==> config.mk <==
export PLATFORM = sky130hd
export DESIGN_NAME = eth_rgmii_rx
export DESIGN_NICKNAME = d
export VERILOG_FILES = /design/src/rtl/eth_rgmii_rx.sv
export SDC_FILE = /design/constraint.sdc
export NUM_CORES = 1
export LEC_CHECK = 0
export CORE_AREA = 2 2 92 129
export CTS_CLUSTER_SIZE = 25
export DETAILED_ROUTE_END_ITERATION = 12
export DIE_AREA = 0 0 94 131
export GPL_TIMING_DRIVEN = 0
export PLACE_DENSITY = 0.71
export SYNTH_ARGS = -nofsm -noshare
export SYNTH_HDL_FRONTEND = slang
export SYNTH_SLANG_ARGS = --single-unit
==> constraint.sdc <==
create_clock -name rx_clk -period 2 [get_ports rx_clk]
set_input_delay 0.4 -clock rx_clk [delete_from_list [all_inputs] [get_ports rx_clk]]
set_output_delay 0.4 -clock rx_clk [all_outputs]
set_load 0.01 [all_outputs]
==> src/rtl/eth_rgmii_rx.sv <==
// rtl/eth_rgmii_rx.sv - RGMII receive framer: preamble strip, FCS withholding, frame status
//
// eth_crc32_8: one byte step of the reflected Ethernet CRC-32 (poly 32'hEDB88320).
//   crc_i   in  32  current CRC register
//   data_i  in   8  byte to fold in (LSB first on the wire)
//   crc_o   out 32  updated CRC register
//
// eth_rgmii_rx: framer for the byte-wide rx_clk stream coming from the RX pin glue.
//   Strips preamble/SFD, holds back the trailing 4 FCS bytes through a 4-byte delay
//   line, checks FCS/length/rx_er and reports one status strobe per frame.
//   rx_clk     in   1   receive clock, the only clock
//   rst_n      in   1   asynchronous active-low reset
//   rx_dv      in   1   receive data valid
//   rx_er      in   1   receive error
//   rx_data    in   8   received byte
//   out_valid  out  1   out_data carries a frame data byte
//   out_sop    out  1   first data byte of the frame (qualifies out_valid)
//   out_data   out  8   frame data byte, DA through last payload byte
//   done       out  1   one-cycle pulse, status fields below are valid
//   ok         out  1   frame good
//   crc_bad    out  1   FCS mismatch
//   runt       out  1   length < MIN_LEN
//   giant      out  1   length > MAX_LEN
//   phy_err    out  1   rx_er seen during the frame
//   length     out  11  bytes received DA..FCS, saturating at MAX_LEN+1

module eth_crc32_8 (
    input  logic [31:0] crc_i,
    input  logic [7:0]  data_i,
    output logic [31:0] crc_o
);

    always_comb begin
        crc_o = crc_i ^ {24'h0, data_i};
        for (int k = 0; k < 8; k++) begin
            crc_o = crc_o[0] ? ((crc_o >> 1) ^ 32'hEDB88320) : (crc_o >> 1);
        end
    end

endmodule

module eth_rgmii_rx #(
    parameter int MIN_LEN = 64,
    parameter int MAX_LEN = 1518
) (
    input  logic        rx_clk,
    input  logic        rst_n,
    input  logic        rx_dv,
    input  logic        rx_er,
    input  logic [7:0]  rx_data,
    output logic        out_valid,
    output logic        out_sop,
    output logic [7:0]  out_data,
    output logic        done,
    output logic        ok,
    output logic        crc_bad,
    output logic        runt,
    output logic        giant,
    output logic        phy_err,
    output logic [10:0] length
);

    localparam logic [10:0] MinLen      = 11'(MIN_LEN);
    localparam logic [10:0] MaxLen      = 11'(MAX_LEN);
    localparam logic [31:0] CrcSeed     = 32'hFFFFFFFF;
    // Register value left after running the CRC over data plus its own FCS.
    localparam logic [31:0] CrcResidue  = 32'hDEBB20E3;

    typedef enum logic [1:0] {IDLE, PRE, PKT, DROP} state_t;

    state_t      state_q, state_d;
    logic        from_pkt_q, from_pkt_d;
    logic [10:0] len_q, len_d;
    logic [31:0] crc_q, crc_d;
    logic [31:0] dl_q, dl_d;        // delay line, oldest byte in [31:24]
    logic [2:0]  dl_cnt_q, dl_cnt_d;
    logic        sop_pend_q, sop_pend_d;
    logic        frm_phy_q, frm_phy_d;
    logic        frm_giant_q, frm_giant_d;

    logic        out_valid_q, out_valid_d;
    logic        out_sop_q, out_sop_d;
    logic [7:0]  out_data_q, out_data_d;
    logic        done_q, done_d;
    logic        ok_q, ok_d;
    logic        crc_bad_q, crc_bad_d;
    logic        runt_q, runt_d;
    logic        giant_q, giant_d;
    logic        phy_err_q, phy_err_d;
    logic [10:0] length_q, length_d;

    logic [31:0] crc_next;
    logic        end_frame;

    eth_crc32_8 u_crc (
        .crc_i  (crc_q),
        .data_i (rx_data),
        .crc_o  (crc_next)
    );

    always_comb begin
        state_d     = state_q;
        from_pkt_d  = from_pkt_q;
        len_d       = len_q;
        crc_d       = crc_q;
        dl_d        = dl_q;
        dl_cnt_d    = dl_cnt_q;
        sop_pend_d  = sop_pend_q;
        frm_phy_d   = frm_phy_q;
        frm_giant_d = frm_giant_q;
        out_valid_d = 1'b0;
        out_sop_d   = 1'b0;
        out_data_d  = out_data_q;
        done_d      = 1'b0;
        ok_d        = ok_q;
        crc_bad_d   = crc_bad_q;
        runt_d      = runt_q;
        giant_d     = giant_q;
        phy_err_d   = phy_err_q;
        length_d    = length_q;
        end_frame   = 1'b0;

        case (state_q)
            IDLE: begin
                if (rx_dv) begin
                    if (rx_data == 8'h55) begin
                        state_d = PRE;
                    end else begin
                        state_d    = DROP;
                        from_pkt_d = 1'b0;
                    end
                end
            end
            PRE: begin
                if (!rx_dv) begin
                    state_d = IDLE;
                end else if (rx_data == 8'h55) begin
                    state_d = PRE;
                end else if (rx_data == 8'hD5) begin
                    state_d     = PKT;
                    len_d       = 11'd0;
                    crc_d       = CrcSeed;
                    dl_d        = 32'h0;
                    dl_cnt_d    = 3'd0;
                    sop_pend_d  = 1'b1;
                    frm_phy_d   = 1'b0;
                    frm_giant_d = 1'b0;
                end else begin
                    state_d    = DROP;
                    from_pkt_d = 1'b0;
                end
            end
            PKT: begin
                if (!rx_dv) begin
                    end_frame = 1'b1;
                    state_d   = IDLE;
                end else if (rx_er) begin
                    frm_phy_d  = 1'b1;
                    state_d    = DROP;
                    from_pkt_d = 1'b1;
                end else if (len_q >= MaxLen) begin
                    // This byte pushes the count past the maximum: count it, stop output.
                    len_d       = MaxLen + 11'd1;
                    frm_giant_d = 1'b1;
                    state_d     = DROP;
                    from_pkt_d  = 1'b1;
                end else begin
                    crc_d = crc_next;
                    len_d = len_q + 11'd1;
                    dl_d  = {dl_q[23:0], rx_data};
                    if (dl_cnt_q == 3'd4) begin
                        out_valid_d = 1'b1;
                        out_sop_d   = sop_pend_q;
                        out_data_d  = dl_q[31:24];
                        sop_pend_d  = 1'b0;
                    end else begin
                        dl_cnt_d = dl_cnt_q + 3'd1;
                    end
                end
            end
            DROP: begin
                if (!rx_dv) begin
                    state_d   = IDLE;
                    end_frame = from_pkt_q;
                end
            end
            default: state_d = IDLE;
        endcase

        if (end_frame) begin
            done_d    = 1'b1;
            phy_err_d = frm_phy_q;
            giant_d   = frm_giant_q;
            crc_bad_d = !(frm_phy_q || frm_giant_q) && (crc_q != CrcResidue);
            runt_d    = (len_q < MinLen);
            ok_d      = !(crc_bad_d || runt_d || frm_giant_q || frm_phy_q);
            length_d  = len_q;
        end
    end

    always_ff @(posedge rx_clk or negedge rst_n) begin
        if (!rst_n) begin
            state_q     <= IDLE;
            from_pkt_q  <= 1'b0;
            len_q       <= 11'd0;
            crc_q       <= CrcSeed;
            dl_q        <= 32'h0;
            dl_cnt_q    <= 3'd0;
            sop_pend_q  <= 1'b0;
            frm_phy_q   <= 1'b0;
            frm_giant_q <= 1'b0;
            out_valid_q <= 1'b0;
            out_sop_q   <= 1'b0;
            out_data_q  <= 8'h0;
            done_q      <= 1'b0;
            ok_q        <= 1'b0;
            crc_bad_q   <= 1'b0;
            runt_q      <= 1'b0;
            giant_q     <= 1'b0;
            phy_err_q   <= 1'b0;
            length_q    <= 11'd0;
        end else begin
            state_q     <= state_d;
            from_pkt_q  <= from_pkt_d;
            len_q       <= len_d;
            crc_q       <= crc_d;
            dl_q        <= dl_d;
            dl_cnt_q    <= dl_cnt_d;
            sop_pend_q  <= sop_pend_d;
            frm_phy_q   <= frm_phy_d;
            frm_giant_q <= frm_giant_d;
            out_valid_q <= out_valid_d;
            out_sop_q   <= out_sop_d;
            out_data_q  <= out_data_d;
            done_q      <= done_d;
            ok_q        <= ok_d;
            crc_bad_q   <= crc_bad_d;
            runt_q      <= runt_d;
            giant_q     <= giant_d;
            phy_err_q   <= phy_err_d;
            length_q    <= length_d;
        end
    end

    assign out_valid = out_valid_q;
    assign out_sop   = out_sop_q;
    assign out_data  = out_data_q;
    assign done      = done_q;
    assign ok        = ok_q;
    assign crc_bad   = crc_bad_q;
    assign runt      = runt_q;
    assign giant     = giant_q;
    assign phy_err   = phy_err_q;
    assign length    = length_q;

endmodule

==> results.tsv <==
stage	metric	value	unit
run_status	status	complete, but fails checks	
run_status	failing checks	setup timing	
cells_and_area	fill cell count	820	
worst_setup_path	FF-to-FF End	dl_cnt_q[0]	
place	dpl cells	710	
synth	most common cell in the netlist	dfrtp_1	
detailed_routing	ANT nets after route	0	
synth	Synth top area share	34.3	%
synth	synth warn	0	
detailed_routing	via/cell ratio	5.65	
synth	post-synthesis adder-cell area fraction	0.870	%
synth	Async SR Flop Fraction	100	%
sta	Max transition margin	61.5	%
die	total core area	11200	sq um
sta	crit path time final	2.06	ns
worst_setup_path	CP startpoint	len_q[0]	
cells_and_area	post-route cell area	7550	sq um
cts	Worst-Skew Late Latency	0.36	ns
global_route	grt ovf	0	
sta	TNS Setup	-0.395	ns
sta	Final Hold Fails	0	
job	Max-Cap Viols	0	
global_route	initial antenna violation count	0	
synth	XOR/XNOR share of the synthesized area	13.4	%
synth	mux share of post-synthesis cell area	7.11	%
cells_and_area	ANT cells	0	
die	die area	12300	sq um
pwr	leak pwr	3.04	nW
detailed_routing	Starting DRT DRC Count	198	
synth	#FFs+latches synth	111	
worst_setup_path	R2R setup slack	-0.06	ns
synth	Synth area leaders	dfrtp_1, dfstp_2, xnor2_1	
cells_and_area	Nets	619	
cells_and_area	final core occ	67.3	%
worst_setup_path	CP Launch Type	flip-flop	
global_route	largest net degree at the start of global routing	70	
synth	post-synth cell types	56	
sta	RSZ-0062 raised after global routing	true	
synth	Post-synth EDFFs	0	
min_path	Hold Crit Class	primary input to asynchronous set/reset pin	
die	# rows	46	
worst_setup_path	Reg2Reg Depth	9	
sta	final setup violating endpoints	20	
die	initial cell density of the core	51.3	%
sta	worst setup margin	-0.0610	ns
sta	Max Slew Vio Count	0	
sta	Max Clk Rate	0.485	GHz
synth	Post-Synth Simple-Gate Area	9.93	%
synth	Synth area leader	dfrtp_1	
synth	Synth Flop Type	dfrtp_1	
worst_setup_path	Critical Path End	dl_cnt_q[0]	
place	GPL Wtd Cong	0.902	
synth	largest family of logic cells by synthesized area	compound AO/OA/AOI/OAI gates	
die	number of placed I/O pins	39	
cts	clock root cell	clkbuf_16	
worst_setup_path	critical path type	flip-flop to flip-flop	
worst_setup_path	Req. time, crit path	2.24	ns
cts	CTS Buffer Depth	2	
cts	Post-CTS Hold Fix Bufs	0	
place	hpwl dp	9240	microns
worst_setup_path	Setup crit end kind	flip-flop	
detailed_routing	drt total wl	14200	microns
cts	CTS Sinks	111	
global_route	vias in the first global route	4163	
die	Die H	131	microns
pwr	pwr dens	1390	nW/um^2
global_route	first-pass GRT wire length	21500	microns
place	port buffer count	37	
cells_and_area	area grow syn2layout	31.2	%
synth	Synth Area in Compound Gates	13.5	%
synth	sequential-to-total area share from yosys stat	49.0	%
cts	htree depth	3	
synth	Post-Synthesis Cells	528	
place	Placed Area	6340	sq um
detailed_routing	vias	4247	
sta	Least-Margin Pin Slew	0.577	ns
pwr	Max VDD drop	1.27	mV
synth	Synth top cells by count	dfrtp_1, nand2_1, inv_1	
global_route	GRT Total Usage	22.9	%
synth	syn avg cell area	10.9	sq um
detailed_routing	Avg WL per Cell	18.8	microns
worst_setup_path	Worst Path Arrival	2.31	ns
cells_and_area	layout cells sized above 1	29.8	%
die	Chip Width	94	microns
worst_setup_path	CP max FO	4	
synth	Cell Area, Synth	5760	sq um
sta	final period utilization	103	%
sta	final setup skew	0.00550	ns
cts	CTS tree	done	
synth	syn_nets	544	
detailed_routing	Detailed Routing Iterations Pass 1	4	
worst_setup_path	worst r2r src	len_q[0]	
cts	total CTS buffers	9	
detailed_routing	DRC viols	0	
cts	Clock transition at path regs	0.07	ns
cells_and_area	Cell Count, Final, Fillers Out	752	
power by group:
group / switching [mW] / leakage [nW] / total, mW / internal [mW]
combinational: 2.65 / 1.49 / 5.21 / 2.56
sequential: 0.543 / 1.39 / 3.46 / 2.91
clock: 0.843 / 0.149 / 1.83 / 0.984
total: 4.04 / 3.04 / 10.5 / 6.46
routing by layer:
| layer | vias up | track usage, % | part of all wire (%) |
|---|---|---|---|
| li1 | 1976 | - | - |
| met1 | 2084 | 28.2 | 39 |
| met2 | 136 | 38.6 | 52 |
| met3 | 51 | 3.96 | 4.2 |
| met4 | 0 | 11.8 | 5.0 |
| met5 | - | 0 | 0 |
layout make-up:
class	instances	area (sq um)	area share (%)
multi-input cells	344	3170	42.0
well taps	144	180	2.39
repair buffers	66	668	8.85
flip-flops and latches	111	2820	37.4
clock inverters	6	68.8	0.912
plain buffers	25	241	3.20
inverters	46	173	2.29
clock buffers	10	229	3.03
worst min-delay path by stage:
stage	end	startpoint	depth (start not counted)
final	len_q[0]	rst_n	1
after global placement	giant	giant	2
after detailed placement	len_q[0]	rst_n	1
after global routing	len_q[4]	rst_n	1
after CTS	len_q[0]	rst_n	1
after floorplan	crc_bad	rst_n	0
per-stage QoR:
stage	power [mW]	hold slack (ns)	worst slack (ns)
after global placement	7.18	0.459	-3.60
after CTS	9.56	0.0577	0.00216
after floorplan	6.24	0.104	0.0229
after global routing	11.0	0.0855	-0.128
final	10.5	0.0477	-0.0610
after detailed placement	7.26	0.441	-0.862
flip-flops by register name, summed over array words and instances, names as in the netlist, 2 cells and up:
name and flops:
state_q 2, dl_cnt_q 3, out_data 8, len_q 11, dl_q 32, length 11
crc_q 32
cells by family (layout without fill, tap and decap cells):
family / after synthesis / count (layout)
flip-flops: 111 / 111
AND/OR/NAND/NOR: 108 / 109
multiplexers: 39 / 39
AO/OA/AOI/OAI: 123 / 123
adder cells (fa/ha/maj): 4 / 4
buffers and inverters: 74 / 153
XOR/XNOR: 69 / 69
repair_timing:
action	CTS	global route
resized for setup	34	101
endpoints found under the setup margin	90	87
pin swaps	8	13
cloned	0	4
buffers inserted	18	7
worst max-delay path: stages, from the launching register on:
cell and delay [ns]:
dfrtp_1 0.40, inv_2 0.10, ha_4 0.13, o211ai_1 0.11, buf_4 0.17, a211oi_4 0.32
o21bai_4 0.14, buf_6 0.14, and3_4 0.18, mux2_2 0.25
cells in the final DEF (no fill, tap or decap), types with 4 or more instances in the layout:
cell type / count
nor2_1: 12
o21ai_0: 21
buf_12: 6
clkbuf_2: 4
a21o_1: 6
inv_1: 45
o21ai_1: 7
a21oi_2: 7
a21oi_1: 17
clkbuf_1: 7
o22a_1: 12
buf_4: 25
a31oi_4: 15
dfstp_2: 32
dlygate4sd2_1: 8
xnor2_4: 9
dfrtp_1: 77
a21oi_4: 8
clkbuf_16: 12
a22o_1: 6
mux2i_1: 24
nand2_1: 49
mux2_2: 15
xor2_1: 19
clkdlybuf4s50_1: 28
xnor2_1: 30
nand4b_1: 4
nand4_1: 13
buf_6: 7
Power figures use the tool's default switching activity.
